**src/rtl/fetch_pkg.sv**
```systemverilog
// fetch_pkg: shared types and widths for the instruction fetch stage.
//   pc_t          - 36-bit word address
//   inst_t        - 32-bit instruction word
//   fetch_entry_t - buffered {pc, inst} pair handed to decode
//   fetch_state_e - FETCH (normal) / FLUSH (draining stale responses)
package fetch_pkg;
    localparam int PC_W   = 36;
    localparam int INST_W = 32;

    typedef logic [PC_W-1:0]   pc_t;
    typedef logic [INST_W-1:0] inst_t;

    typedef struct packed {
        pc_t   pc;
        inst_t inst;
    } fetch_entry_t;

    typedef enum logic {
        FETCH = 1'b0,
        FLUSH = 1'b1
    } fetch_state_e;
endpackage

```
**src/rtl/fetch_fifo.sv**
```systemverilog
// fetch_fifo: DEPTH-entry FIFO of fetch_entry_t between imem responses and decode.
// Ports:
//   clk, rst_n     - clock, synchronous active-low reset
//   push_i/data_i  - write an entry
//   pop_i          - consume the head (ignored when empty)
//   flush_i        - drop all entries; wins over push and pop in the same cycle
//   count_o        - number of valid entries (0..DEPTH)
//   head_o         - head entry, all zeros when empty
module fetch_fifo
    import fetch_pkg::*;
#(
    parameter int DEPTH = 4,
    parameter int CNT_W = $clog2(DEPTH + 1)
) (
    input  logic             clk,
    input  logic             rst_n,
    input  logic             push_i,
    input  fetch_entry_t     data_i,
    input  logic             pop_i,
    input  logic             flush_i,
    output logic [CNT_W-1:0] count_o,
    output fetch_entry_t     head_o
);
    localparam int PTR_W = $clog2(DEPTH);

    fetch_entry_t     mem_q [DEPTH];
    logic [PTR_W-1:0] wr_ptr_q, wr_ptr_d;
    logic [PTR_W-1:0] rd_ptr_q, rd_ptr_d;
    logic [CNT_W-1:0] count_q, count_d;
    logic             push_eff, pop_eff;

    assign push_eff = push_i && !flush_i;
    assign pop_eff  = pop_i && !flush_i && (count_q != '0);

    always_comb begin
        wr_ptr_d = wr_ptr_q;
        rd_ptr_d = rd_ptr_q;
        count_d  = count_q;
        if (flush_i) begin
            wr_ptr_d = '0;
            rd_ptr_d = '0;
            count_d  = '0;
        end else begin
            // DEPTH is a power of two, so pointers wrap naturally
            if (push_eff) wr_ptr_d = wr_ptr_q + PTR_W'(1);
            if (pop_eff)  rd_ptr_d = rd_ptr_q + PTR_W'(1);
            case ({push_eff, pop_eff})
                2'b10:   count_d = count_q + CNT_W'(1);
                2'b01:   count_d = count_q - CNT_W'(1);
                default: count_d = count_q;
            endcase
        end
    end

    always_ff @(posedge clk) begin
        if (!rst_n) begin
            wr_ptr_q <= '0;
            rd_ptr_q <= '0;
            count_q  <= '0;
        end else begin
            wr_ptr_q <= wr_ptr_d;
            rd_ptr_q <= rd_ptr_d;
            count_q  <= count_d;
        end
    end

    // storage needs no reset: the head is masked while empty
    always_ff @(posedge clk) begin
        if (push_eff) mem_q[wr_ptr_q] <= data_i;
    end

    assign count_o = count_q;
    assign head_o  = (count_q != '0) ? mem_q[rd_ptr_q] : '0;
endmodule

```
**src/rtl/fetch_unit.sv**
```systemverilog
// fetch_unit: instruction fetch stage. Owns the PC, issues in-order word
// requests to imem under a credit limit of DEPTH (outstanding + buffered),
// buffers responses with their PC and presents them to decode. A redirect
// reloads the PC, flushes the buffer and drops in-flight responses.
// Ports:
//   clk, rst_n                      - clock, synchronous active-low reset
//   imem_req_valid/ready/addr       - request channel (36-bit word address)
//   imem_resp_valid/data            - in-order responses, no backpressure
//   redirect_valid/redirect_pc      - new PC from the branch/jump decoder
//   inst_valid/ready/data/pc        - instruction handed to decode
//   perf_*_cnt                      - optional counters, present only when
//                                     FETCH_PERF_EN is defined
module fetch_unit
    import fetch_pkg::*;
#(
    parameter int                DEPTH    = 4,
    parameter logic [PC_W-1:0]   RESET_PC = 36'h0
) (
    input  logic              clk,
    input  logic              rst_n,
    output logic              imem_req_valid,
    input  logic              imem_req_ready,
    output logic [PC_W-1:0]   imem_req_addr,
    input  logic              imem_resp_valid,
    input  logic [INST_W-1:0] imem_resp_data,
    input  logic              redirect_valid,
    input  logic [PC_W-1:0]   redirect_pc,
    output logic              inst_valid,
    input  logic              inst_ready,
    output logic [INST_W-1:0] inst_data,
    output logic [PC_W-1:0]   inst_pc
`ifdef FETCH_PERF_EN
    ,
    output logic [31:0]       perf_fetch_cnt,
    output logic [31:0]       perf_redirect_cnt,
    output logic [31:0]       perf_stall_cnt
`endif
);
    localparam int               CNT_W   = $clog2(DEPTH + 1);
    localparam logic [CNT_W-1:0] DEPTH_C = CNT_W'(DEPTH);

    fetch_state_e     state_q, state_d;
    pc_t              pc_q, pc_d;
    logic [CNT_W-1:0] out_q, out_d;
    logic [CNT_W-1:0] fifo_count;
    logic [CNT_W-1:0] credit_used;
    fetch_entry_t     fifo_head;
    fetch_entry_t     push_entry;
    logic             req_fire, resp_ok, push, pop, flush;

    // count + outstanding never exceeds DEPTH, so the sum fits CNT_W
    assign credit_used    = fifo_count + out_q;
    assign imem_req_valid = rst_n && (state_q == FETCH) &&
                            (credit_used < DEPTH_C) && !redirect_valid;
    assign imem_req_addr  = rst_n ? pc_q : RESET_PC;
    assign req_fire       = imem_req_valid && imem_req_ready;
    // a response with nothing tracked (e.g. from before reset) is ignored
    assign resp_ok        = imem_resp_valid && (out_q != '0);

    assign inst_valid = (fifo_count != '0);
    assign inst_data  = fifo_head.inst;
    assign inst_pc    = fifo_head.pc;
    assign pop        = inst_valid && inst_ready;

    // Requests in FETCH are consecutive since the last redirect, so the
    // oldest in-flight request is pc - outstanding (mod 2^36).
    assign push_entry.pc   = pc_q - PC_W'(out_q);
    assign push_entry.inst = imem_resp_data;

    always_comb begin
        state_d = state_q;
        pc_d    = pc_q;
        push    = 1'b0;
        flush   = 1'b0;
        case ({req_fire, resp_ok})
            2'b10:   out_d = out_q + CNT_W'(1);
            2'b01:   out_d = out_q - CNT_W'(1);
            default: out_d = out_q;
        endcase
        if (req_fire) pc_d = pc_q + PC_W'(1);

        if (redirect_valid) begin
            // no request can fire this cycle, so out_d = outstanding - resp
            pc_d    = redirect_pc;
            flush   = 1'b1;
            state_d = (out_d != '0) ? FLUSH : FETCH;
        end else begin
            case (state_q)
                FETCH:   push = resp_ok;
                FLUSH:   if (out_d == '0) state_d = FETCH;
                default: state_d = FETCH;
            endcase
        end
    end

    always_ff @(posedge clk) begin
        if (!rst_n) begin
            state_q <= FETCH;
            pc_q    <= RESET_PC;
            out_q   <= '0;
        end else begin
            state_q <= state_d;
            pc_q    <= pc_d;
            out_q   <= out_d;
        end
    end

    fetch_fifo #(
        .DEPTH (DEPTH),
        .CNT_W (CNT_W)
    ) u_fifo (
        .clk     (clk),
        .rst_n   (rst_n),
        .push_i  (push),
        .data_i  (push_entry),
        .pop_i   (pop),
        .flush_i (flush),
        .count_o (fifo_count),
        .head_o  (fifo_head)
    );

`ifdef FETCH_PERF_EN
    logic [31:0] perf_fetch_q, perf_redirect_q, perf_stall_q;

    always_ff @(posedge clk) begin
        if (!rst_n) begin
            perf_fetch_q    <= '0;
            perf_redirect_q <= '0;
            perf_stall_q    <= '0;
        end else begin
            perf_fetch_q    <= perf_fetch_q + 32'(push);
            perf_redirect_q <= perf_redirect_q + 32'(redirect_valid);
            perf_stall_q    <= perf_stall_q + 32'((state_q == FETCH) && !imem_req_valid);
        end
    end

    assign perf_fetch_cnt    = perf_fetch_q;
    assign perf_redirect_cnt = perf_redirect_q;
    assign perf_stall_cnt    = perf_stall_q;
`endif
endmodule
```
**config.mk**
```make
export PLATFORM = sky130hd
export DESIGN_NAME = fetch_unit
export DESIGN_NICKNAME = d
export VERILOG_FILES = /design/src/rtl/fetch_pkg.sv /design/src/rtl/fetch_fifo.sv /design/src/rtl/fetch_unit.sv
export SDC_FILE = /design/constraint.sdc
export NUM_CORES = 1
export LEC_CHECK = 0
export CORE_UTILIZATION = 40
export CTS_CLUSTER_SIZE = 10
export DETAILED_ROUTE_END_ITERATION = 12
export PLACE_DENSITY = 0.63
export SYNTH_ARGS = -nofsm -noshare
export SYNTH_HDL_FRONTEND = slang
export SYNTH_SLANG_ARGS = --single-unit
```
**constraint.sdc**
```tcl
create_clock -name clk -period 4.4 [get_ports clk]
set_input_delay 0.88 -clock clk [delete_from_list [all_inputs] [get_ports clk]]
set_output_delay 0.88 -clock clk [all_outputs]
set_load 0.01 [all_outputs]
```
Yosys cells after proc, flatten, opt, wreduce, memory -nomap -nowiden
Memories as Yosys holds them, arrays and structs flattened. A register that Yosys moved wholly into a read port is not among the register bits.
Cells that the tools add are included.
{ "totals": {"regBits": 47, "mem_count": 1, "input_bits": 74, "ramBits": 272, "word_cells": 58} }
{ "classes": {"mux": 17, "n_lt_le_gt_ge": 1, "add_sub_neg": 9, "n_eq_ne": 4, "n_reduce_logical": 18, "bitwise": 2} }
{ "memory_table": {"columns": ["memory", "depth", "width", "read_ports", "rd_clocked_by_memory_dff", "wr", "line_no", "rtl"], "rows": [
  ["u_fifo.mem_q", 4, 68, 1, 1, 1, "fetch_fifo.sv:26", "fetch_entry_t mem_q [DEPTH];"]
]} }
{ "ops": {"columns": ["cell", "n"], "rows": [
  ["36-bit two-way mux", 3],
  ["68-bit two-way mux", 1],
  ["36-bit by 1-bit adder with 36-bit output (second input constant)", 1],
  ["36-bit by 3-bit subtractor with 36-bit output", 1],
  ["3-bit one-hot mux with 2 select lines", 2],
  ["1-bit logical AND", 9],
  ["1-bit two-way mux", 9],
  ["3-bit nonzero test", 3],
  ["3-bit by 1-bit adder with 3-bit output (second input constant)", 2],
  ["3-bit by 1-bit subtractor with 3-bit output (second input constant)", 2],
  ["2-bit by 1-bit adder with 2-bit output (second input constant)", 2],
  ["2-bit by 1-bit equality test with 1-bit output (second input constant)", 2],
  ["2-bit equality test (second input constant)", 2],
  ["2-bit two-way mux", 2],
  ["2-bit nonzero test", 2],
  ["3-bit adder", 1],
  ["3-bit zero test", 1],
  ["3-bit < comparator (second input constant)", 1],
  ["1-bit zero test", 2],
  ["1-bit inverter", 2],
  ["2-bit OR reduction", 1]
]} }

Logic depth before layout (Yosys ltp)
Gate-level depths: netlist of run 1.
{ "depth": {"ltp_word": 11, "ltp_mapped": 14} }

Cells and area by module
Synthesis of run 1 repeated with hierarchy kept, for this count alone.
{ "unflattened": {"hier_cells": 962, "hier_area_um2": 14166.1} }
{ "by_module_without_submodules": {"columns": ["module", "area_per_inst_um2", "n_inst", "cells_per_inst"], "rows": [
  ["fetch_fifo", 10747.8, 1, 482],
  ["fetch_unit", 3418.3, 1, 480]
]} }

Least setup slack after synthesis of run 1
Ideal clock, no wire load.
{ "synth_path": {"kind": "in2reg", "startpoint": "input port redirect_valid", "endpoint": "memory u_fifo.mem_q[1][0] in the netlist's numbering (enable)", "t_arrival_ps": 3273, "required_time_ps": 3967, "cell_stages": 3, "n_path_buf": 1, "setup_slack_ps": 694, "setup_time_ps": 433, "path_cell_list": "clkbuf_1 > nor3b_1 > and2_1"} }
{ "synth_via": {"elab_chain_len": 5, "elab_cells_between_ends": 6, "cone_classes": "4 x mux; 2 x reduce/logical"} }
{ "synth_lines": {"columns": ["element", "line_no", "rtl"], "rows": [
  ["start: declaration", "fetch_unit.sv:26", "input logic redirect_valid,"],
  ["1-bit two-way mux", "fetch_unit.sv:82", "if (redirect_valid) begin"],
  ["1-bit zero test", "fetch_fifo.sv:32", "assign push_eff = push_i && !flush_i;"],
  ["1-bit logical AND (*)", "fetch_fifo.sv:32", null],
  ["1-bit two-way mux (*)", "fetch_fifo.sv:69", "if (push_eff) mem_q[wr_ptr_q] <= data_i;"],
  ["1-bit two-way mux (not written as such) (*)", "fetch_fifo.sv:69", null],
  ["end: declaration", "fetch_fifo.sv:26", null]
]} }
Every way passes the cells marked *; elsewhere a longest branch is shown, timed or not.

Final worst setup path of run 1
{ "layout_path": {"startpoint": "register u_fifo.count_q[0] (netlist: u_fifo.count_o[0])", "endpoint": "output port inst_data[18]"} }
{ "layout_via": {"elab_chain_len": 2} }
{ "layout_lines": {"columns": ["element", "line_no", "rtl"], "rows": [
  ["start: declaration", "fetch_fifo.sv:29", "logic [CNT_W-1:0] count_q, count_d;"],
  ["start signal: assignment", "fetch_fifo.sv:63", "count_q <= count_d;"],
  ["3-bit nonzero test", "fetch_fifo.sv:73", "assign head_o = (count_q != '0) ? mem_q[rd_ptr_q] : '0;"],
  ["68-bit two-way mux", "fetch_fifo.sv:73", null],
  ["end: declaration", "fetch_unit.sv:30", "output logic [INST_W-1:0] inst_data,"]
]} }
No other way between the ends.

==> impl_metrics.env, run 1 <==
export IMPL_min_path_cells=2
export IMPL_power_mw=7.28
export IMPL_stdcell_area_mm2=0.0176
export IMPL_area_growth_pct=24.4
export IMPL_layout_commonest_cell="edfxtp_1"
export IMPL_grt_antenna_before_repair=0
export IMPL_critPathKind="flip-flop to output port"
export IMPL_seq_area_frac_synth_pct=64.8
export IMPL_relSlewSlack_pct=24.8
export IMPL_outcome="completed"
export IMPL_hold_start="u_fifo.count_o[2]"
export IMPL_clk_latency_ns=0.53
export IMPL_grt_start_max_net_pins=53
export IMPL_synth_seq_cells=321
export IMPL_drtIter0Drc=588
export IMPL_grt_pass1_vias=8779
export IMPL_net_switching_power_mw=1.72
export IMPL_wl_um=33400
export IMPL_dieArea_mm2=0.0361
export IMPL_clkTransAtPathRegs_ns=0.05
export IMPL_dp_hpwl_um=21500
export IMPL_io_buffers=179
export IMPL_setup_tns_ns=0
export IMPL_worstPathMaxFanout=52
export IMPL_reg2reg_from="out_q[1]"
export IMPL_n_fill_cell=2994
export IMPL_ios=180
export IMPL_route_detailed_drc=0
export IMPL_vdd_ir_drop_max_mv=0.239
export IMPL_synthCells=951
export IMPL_clock_root_buffer="clkbuf_16"
export IMPL_fin_crit_sh_pct=84.5
export IMPL_drive_gt1_share_pct=14.5
export IMPL_drv_cap=0
export IMPL_synth_edf_count=272
export IMPL_r2r_end="out_q[2]"
export IMPL_initial_core_util_pct=40.8
export IMPL_synth_nets=1039
export IMPL_ys_flop_type="edfxtp_1"
export IMPL_place_congestion=0.852
export IMPL_hold_viol=0
export IMPL_min_delay_worst_endpoint="u_fifo.count_o[2]"
export IMPL_slew_viol_final=0
export IMPL_cts_made_buffers=38
export IMPL_cp_data_arrival_time_ns=2.84
export IMPL_num_vias=8700
export IMPL_diodes=0
export IMPL_rsz0062_at_grt="false"
export IMPL_mostFrequentLayoutCells="272 x edfxtp_1, 179 x clkdlybuf4s50_1, 95 x and2_1, 68 x mux4_2, 54 x nor2_1"
export IMPL_startpoint_type="flip-flop"
export IMPL_fin_skew_ns=0.0322
export IMPL_cts_hold_buf=0
export IMPL_combPwrFrac_pct=12.3
export IMPL_core_area_mm2=0.0346
export IMPL_period_minus_slack_ns=3.72
export IMPL_yosys_area_top_type="edfxtp_1"
export IMPL_die_width_um=190
export IMPL_rows=68
export IMPL_h_tree_depth=2
export IMPL_cts_setup_buffers=0
export IMPL_fp_dieH_um=190
export IMPL_yosys_cell_types_count=60
export IMPL_netlist_area_mm2=0.0141
export IMPL_syn_area_per_cell_um2=14.9
export IMPL_cts_resized=0
export IMPL_p_leak_nw=5.77
export IMPL_p_per_area_mw_per_mm2=414
export IMPL_synth_async_reset_ratio_pct=0
export IMPL_clock_path_buffers=3
export IMPL_synthTopCellsByArea="edfxtp_1 58%, mux4_2 11%, dfxtp_1 6.9%"
export IMPL_switching_share_pct=23.6
export IMPL_globalRouteOverflowTotal=0
export IMPL_setup_violations=0
export IMPL_postPlaceCellArea_mm2=0.0165
export IMPL_yosysWarnings=0
export IMPL_reg2reg_slack_ns=1.21
export IMPL_cts_tree="done"
export IMPL_intPower_mw=5.56
export IMPL_end_kind="output port"
export IMPL_finalNetCount=1216
export IMPL_synth_top_area_share_pct=57.8
export IMPL_fmaxAchievable_ghz=0.269
export IMPL_critPathRequiredTime_ns=3.52
export IMPL_drt_pass1_iter_count=5
export IMPL_hp_class="flip-flop to flip-flop"
export IMPL_multi_input_area_mm2=0.00459
export IMPL_wl_per_cell_um=20.8
export IMPL_worst_pin_slew_ns=1.13
export IMPL_r2r_cells=11
export IMPL_seq_power_share_pct=49.6
export IMPL_seqCellArea_mm2=0.00916
export IMPL_grt_pass1_wl_um=51300
export IMPL_antenna_left=0
export IMPL_power_frac_clock_pct=38.1
export IMPL_grt_usage_pct=18.7
export IMPL_vias_per_cell=5.43
export IMPL_whs_ns=0.528
export IMPL_cts_sinks=321
==> per-stage QoR <==
step | utilization (%) | std cells | setup WS, ns
detailed placement | 47.6 | 1543 | 0.723
global route | 50.8 | 1601 | 0.446
CTS | 50.8 | 1601 | 0.549
global placement | 47.6 | 1543 | 0.735
floorplan | - | 951 | 0.694
finish | 50.8 | 1601 | 0.681
==> logic make-up after synthesis <==
logic type               Yosys count  synth area share [%]
flip-flops                       321                  64.8
AND/OR/NAND/NOR                  294                  12.3
AO/OA/AOI/OAI                    112                  5.03
buffers and inverters             95                  2.78
multiplexers                      69                  10.9
XOR/XNOR                          46                  2.85
adder cells (fa/ha/maj)           14                  1.40
==> synth_stat cells (all sizes together) (3+ instances only) <==
cell type and instances:
nor3 13, and2 99, inv 27, ha 11, and3 12, a32oi 7
buf 18, mux4 68, nor4 13, a31oi 12, clkbuf 50, nor3b 7
dfxtp 49, nor2b 4, o21ai 23, nor2 54, nand3 14, nand4 12
nand2b 3, or3 8, a21o 6, xor2 20, edfxtp 272, and4 6
fa 3, nand2 37, a21oi 34, a22oi 6, a211o 3, or4 8
xnor2 26, o211ai 8
==> flip-flops by register name, summed over array words and instances, names as in the netlist, named ones only <==
signal and flops:
pc_q 36, state_q 1, out_q 3, u_fifo.rd_ptr_q 2, u_fifo.wr_ptr_q 2, u_fifo.count_o 3
u_fifo.mem_q 272
==> how the worst max path moves through the flow <==
stage | startpoint | end | slack, ns
after global placement | redirect_valid | out_q[2] | 0.74
after floorplan | redirect_valid | u_fifo.mem_q[1][0] | 0.69
after CTS | u_fifo.count_o[0] | inst_data[18] | 0.55
after detailed placement | redirect_valid | out_q[2] | 0.72
final | u_fifo.count_o[0] | inst_data[18] | 0.68
after global routing | u_fifo.count_o[0] | inst_data[23] | 0.45
==> layout make-up <==
cell class,instances,area share (%)
tap,455,3.24
multi-input combinational,535,26.1
timing repair buffer,205,11.8
sequential,321,52.1
clock buffer,55,5.95
inverter,27,0.577
clock inverter,3,0.206
==> power groups by stage <==
stage                     logic (mW)  clock network (mW)  registers [mW]
after floorplan                0.568                   0            3.62
after global placement         0.888                   0            3.66
after detailed placement       0.904                   0            3.67
after CTS                      0.909                2.84            3.61
after global routing           0.981                2.97            3.62
final                          0.896                2.77            3.61
==> worst max-delay path, cell delays in order (launching register included) <==
cell	delay, ns
dfxtp_1	0.33
or3_2	0.89
buf_4	0.40
and2_1	0.18
clkdlybuf4s50_1	0.48
==> layer usage <==
metal | vias to the layer above | GRT usage [%] | part of all wire (%)
met5 | - | 0 | 0
met4 | 0 | 5.24 | 2.1
met3 | 60 | 2.82 | 6.1
met2 | 303 | 29.7 | 47
met1 | 4373 | 26.6 | 44
li1 | 3964 | - | -
No activity file was read; power rests on OpenSTA's default activity.
==> run 2, diff against run 1 <==
==> constraint.sdc (replaced) <==
create_clock -name clk -period 3.9 [get_ports clk]
set_input_delay 0.78 -clock clk [delete_from_list [all_inputs] [get_ports clk]]
set_output_delay 0.78 -clock clk [all_outputs]
set_load 0.01 [all_outputs]
==> run 2 against run 1 <==
Non-clock buffer count is 10 higher; design area is 0.38% higher; largest power group unchanged; largest cell class unchanged; register-to-register slack worse by 0.24 ns.
==> impl_metrics.env, run 2 (synthesis gave the netlist of run 1 again) <==
export IMPL_whs_ns=0.528
export IMPL_drt_pass1_iter_count=5
export IMPL_path_cells="or3_2, buf_12, and2_1, clkdlybuf4s50_1"
export IMPL_mostFrequentLayoutCells="272 x edfxtp_1, 179 x clkdlybuf4s50_1, 95 x and2_1, 68 x mux4_2, 54 x nor2_1"
export IMPL_layout_commonest_cell="edfxtp_1"
export IMPL_cts_sinks=321
export IMPL_io_buffers=179
export IMPL_placedCellCount=1553
export IMPL_relSlewSlack_pct=37.1
export IMPL_dp_hpwl_um=21900
export IMPL_critPathRequiredTime_ns=3.12
export IMPL_hold_viol=0
export IMPL_critPathBufInv=2
export IMPL_p_per_area_mw_per_mm2=462
export IMPL_grt_pass1_vias=8619
export IMPL_slew_viol_final=0
export IMPL_intPower_mw=6.22
export IMPL_cts_made_buffers=38
export IMPL_dieArea_mm2=0.0361
export IMPL_critPathMaxStageDelay_ns=0.79
export IMPL_cts_hold_buf=0
export IMPL_h_tree_depth=2
export IMPL_place_ws_ns=0.521
export IMPL_regMostFlops="u_fifo.mem_q"
export IMPL_area_growth_pct=24.9
export IMPL_r2r_end="u_fifo.mem_q[1][67]"
export IMPL_setup_violations=0
export IMPL_drv_cap=0
export IMPL_power_mw=8.16
export IMPL_grt_start_max_net_pins=44
export IMPL_hold_start="u_fifo.count_o[2]"
export IMPL_setup_tns_ns=0
export IMPL_largest_reg_flops=272
export IMPL_startpoint_type="flip-flop"
export IMPL_rsz0062_at_grt="false"
export IMPL_end_kind="output port"
export IMPL_switching_share_pct=23.7
export IMPL_drive_gt1_share_pct=15.2
export IMPL_finalNetCount=1226
export IMPL_fmaxAchievable_ghz=0.289
export IMPL_min_path_cells=2
export IMPL_seq_power_share_pct=49.8
export IMPL_clock_path_buffers=3
export IMPL_grt_antenna_before_repair=1
export IMPL_wl_per_cell_um=20.4
export IMPL_fp_dieH_um=190
export IMPL_grt_usage_pct=18.5
export IMPL_critical_path_slowest_cell="or3_2"
export IMPL_outcome="completed"
export IMPL_vdd_ir_drop_max_mv=0.238
export IMPL_drtIter0Drc=562
export IMPL_vias_per_cell=5.39
export IMPL_worstPathMaxFanout=43
export IMPL_largest_registers="u_fifo.mem_q x272, pc_q x36"
export IMPL_multi_input_area_mm2=0.00459
export IMPL_fin_crit_sh_pct=88.6
export IMPL_min_delay_worst_endpoint="u_fifo.count_o[2]"
export IMPL_die_width_um=190
export IMPL_cts_resized=0
export IMPL_seqCellArea_mm2=0.00916
export IMPL_num_vias=8686
export IMPL_finalNonFillerCells=1611
export IMPL_route_detailed_drc=0
export IMPL_critPathKind="flip-flop to output port"
export IMPL_globalRouteOverflowTotal=0
export IMPL_finalWorstSetupSlack_ns=0.445
export IMPL_clk_latency_ns=0.52
export IMPL_period_minus_slack_ns=3.46
export IMPL_rows=68
export IMPL_reg2reg_slack_ns=0.97
export IMPL_clkTransAtPathRegs_ns=0.05
export IMPL_wl_um=32900
export IMPL_grt_pass1_wl_um=50700
export IMPL_net_switching_power_mw=1.94
export IMPL_cts_setup_buffers=0
export IMPL_hp_class="flip-flop to flip-flop"
export IMPL_initial_core_util_pct=40.8
export IMPL_power_frac_clock_pct=37.7
export IMPL_n_fill_cell=2942
export IMPL_p_leak_nw=5.81
export IMPL_fin_skew_ns=0.0156
export IMPL_cts_tree="done"
export IMPL_place_congestion=0.859
export IMPL_core_area_mm2=0.0346
export IMPL_combPwrFrac_pct=12.5
export IMPL_worst_pin_slew_ns=0.944
export IMPL_r2r_cells=6
export IMPL_ios=180
export IMPL_critical_path_top_delay_family="simple AND/OR/NAND/NOR gates"
export IMPL_clock_root_buffer="clkbuf_16"
export IMPL_cp_data_arrival_time_ns=2.68
export IMPL_diodes=0
export IMPL_reg2reg_from="pc_q[5]"
export IMPL_antenna_left=0
==> run 2: cell count changes in the layout (fill, tap and decap cells not counted) <==
cell	delta
clkinv_1	-1
clkbuf_16	-1
inv_6	+2
clkbuf_8	-1
clkbuf_1	+1
clkinv_8	-1
clkinv_2	+1
buf_4	+8
buf_12	+2
==> run 2: worst max path at each step <==
stage	cells past startpoint	start	end
global placement	12	redirect_valid	out_q[2]
floorplan	3	redirect_valid	u_fifo.mem_q[1][0]
finish	4	u_fifo.count_o[0]	inst_pc[9]
global route	4	u_fifo.count_o[0]	inst_pc[8]
CTS	4	u_fifo.count_o[0]	inst_pc[8]
detailed placement	12	redirect_valid	out_q[2]
==> run 2: area by class of cell <==
class / instances / share of cell area [%]
clock inverters: 4 / 0.220
well taps: 455 / 3.23
multi-input cells: 535 / 26.0
inverters: 27 / 0.574
clock buffers: 54 / 5.73
flip-flops and latches: 321 / 51.9
repair buffers: 215 / 12.3
==> run 2: metrics by stage <==
step                area, um^2  util, %
floorplan                14100        -
global placement         16600     47.9
detailed placement       16600     47.9
CTS                      17600     51.0
global route             17600     51.0
finish                   17600     51.0
==> run 2: power groups by stage <==
stage	clock, mW	combinational [mW]	sequential (mW)
6_report	3.08	1.02	4.07
5_1_grt	3.28	1.12	4.08
4_1_cts	3.16	1.03	4.06
3_5_place_dp	0	1.03	4.14
3_3_place_gp	0	1.01	4.13
2_1_floorplan	0	0.641	4.08
==> run 2: layer usage <==
metal | track usage, % | vias to the layer above | routed length, um
li1 | - | 3984 | -
met1 | 25.6 | 4384 | 14700
met2 | 29.5 | 263 | 15600
met3 | 3.49 | 55 | 1890
met4 | 5.37 | 0 | 718
met5 | 0 | - | 0
==> run 2: worst min-delay path, delay by kind of cell, from the launching register on <==
kind | cells | cell delay [ns]
flops | 1 | 0.33
compound gates | 2 | 0.15
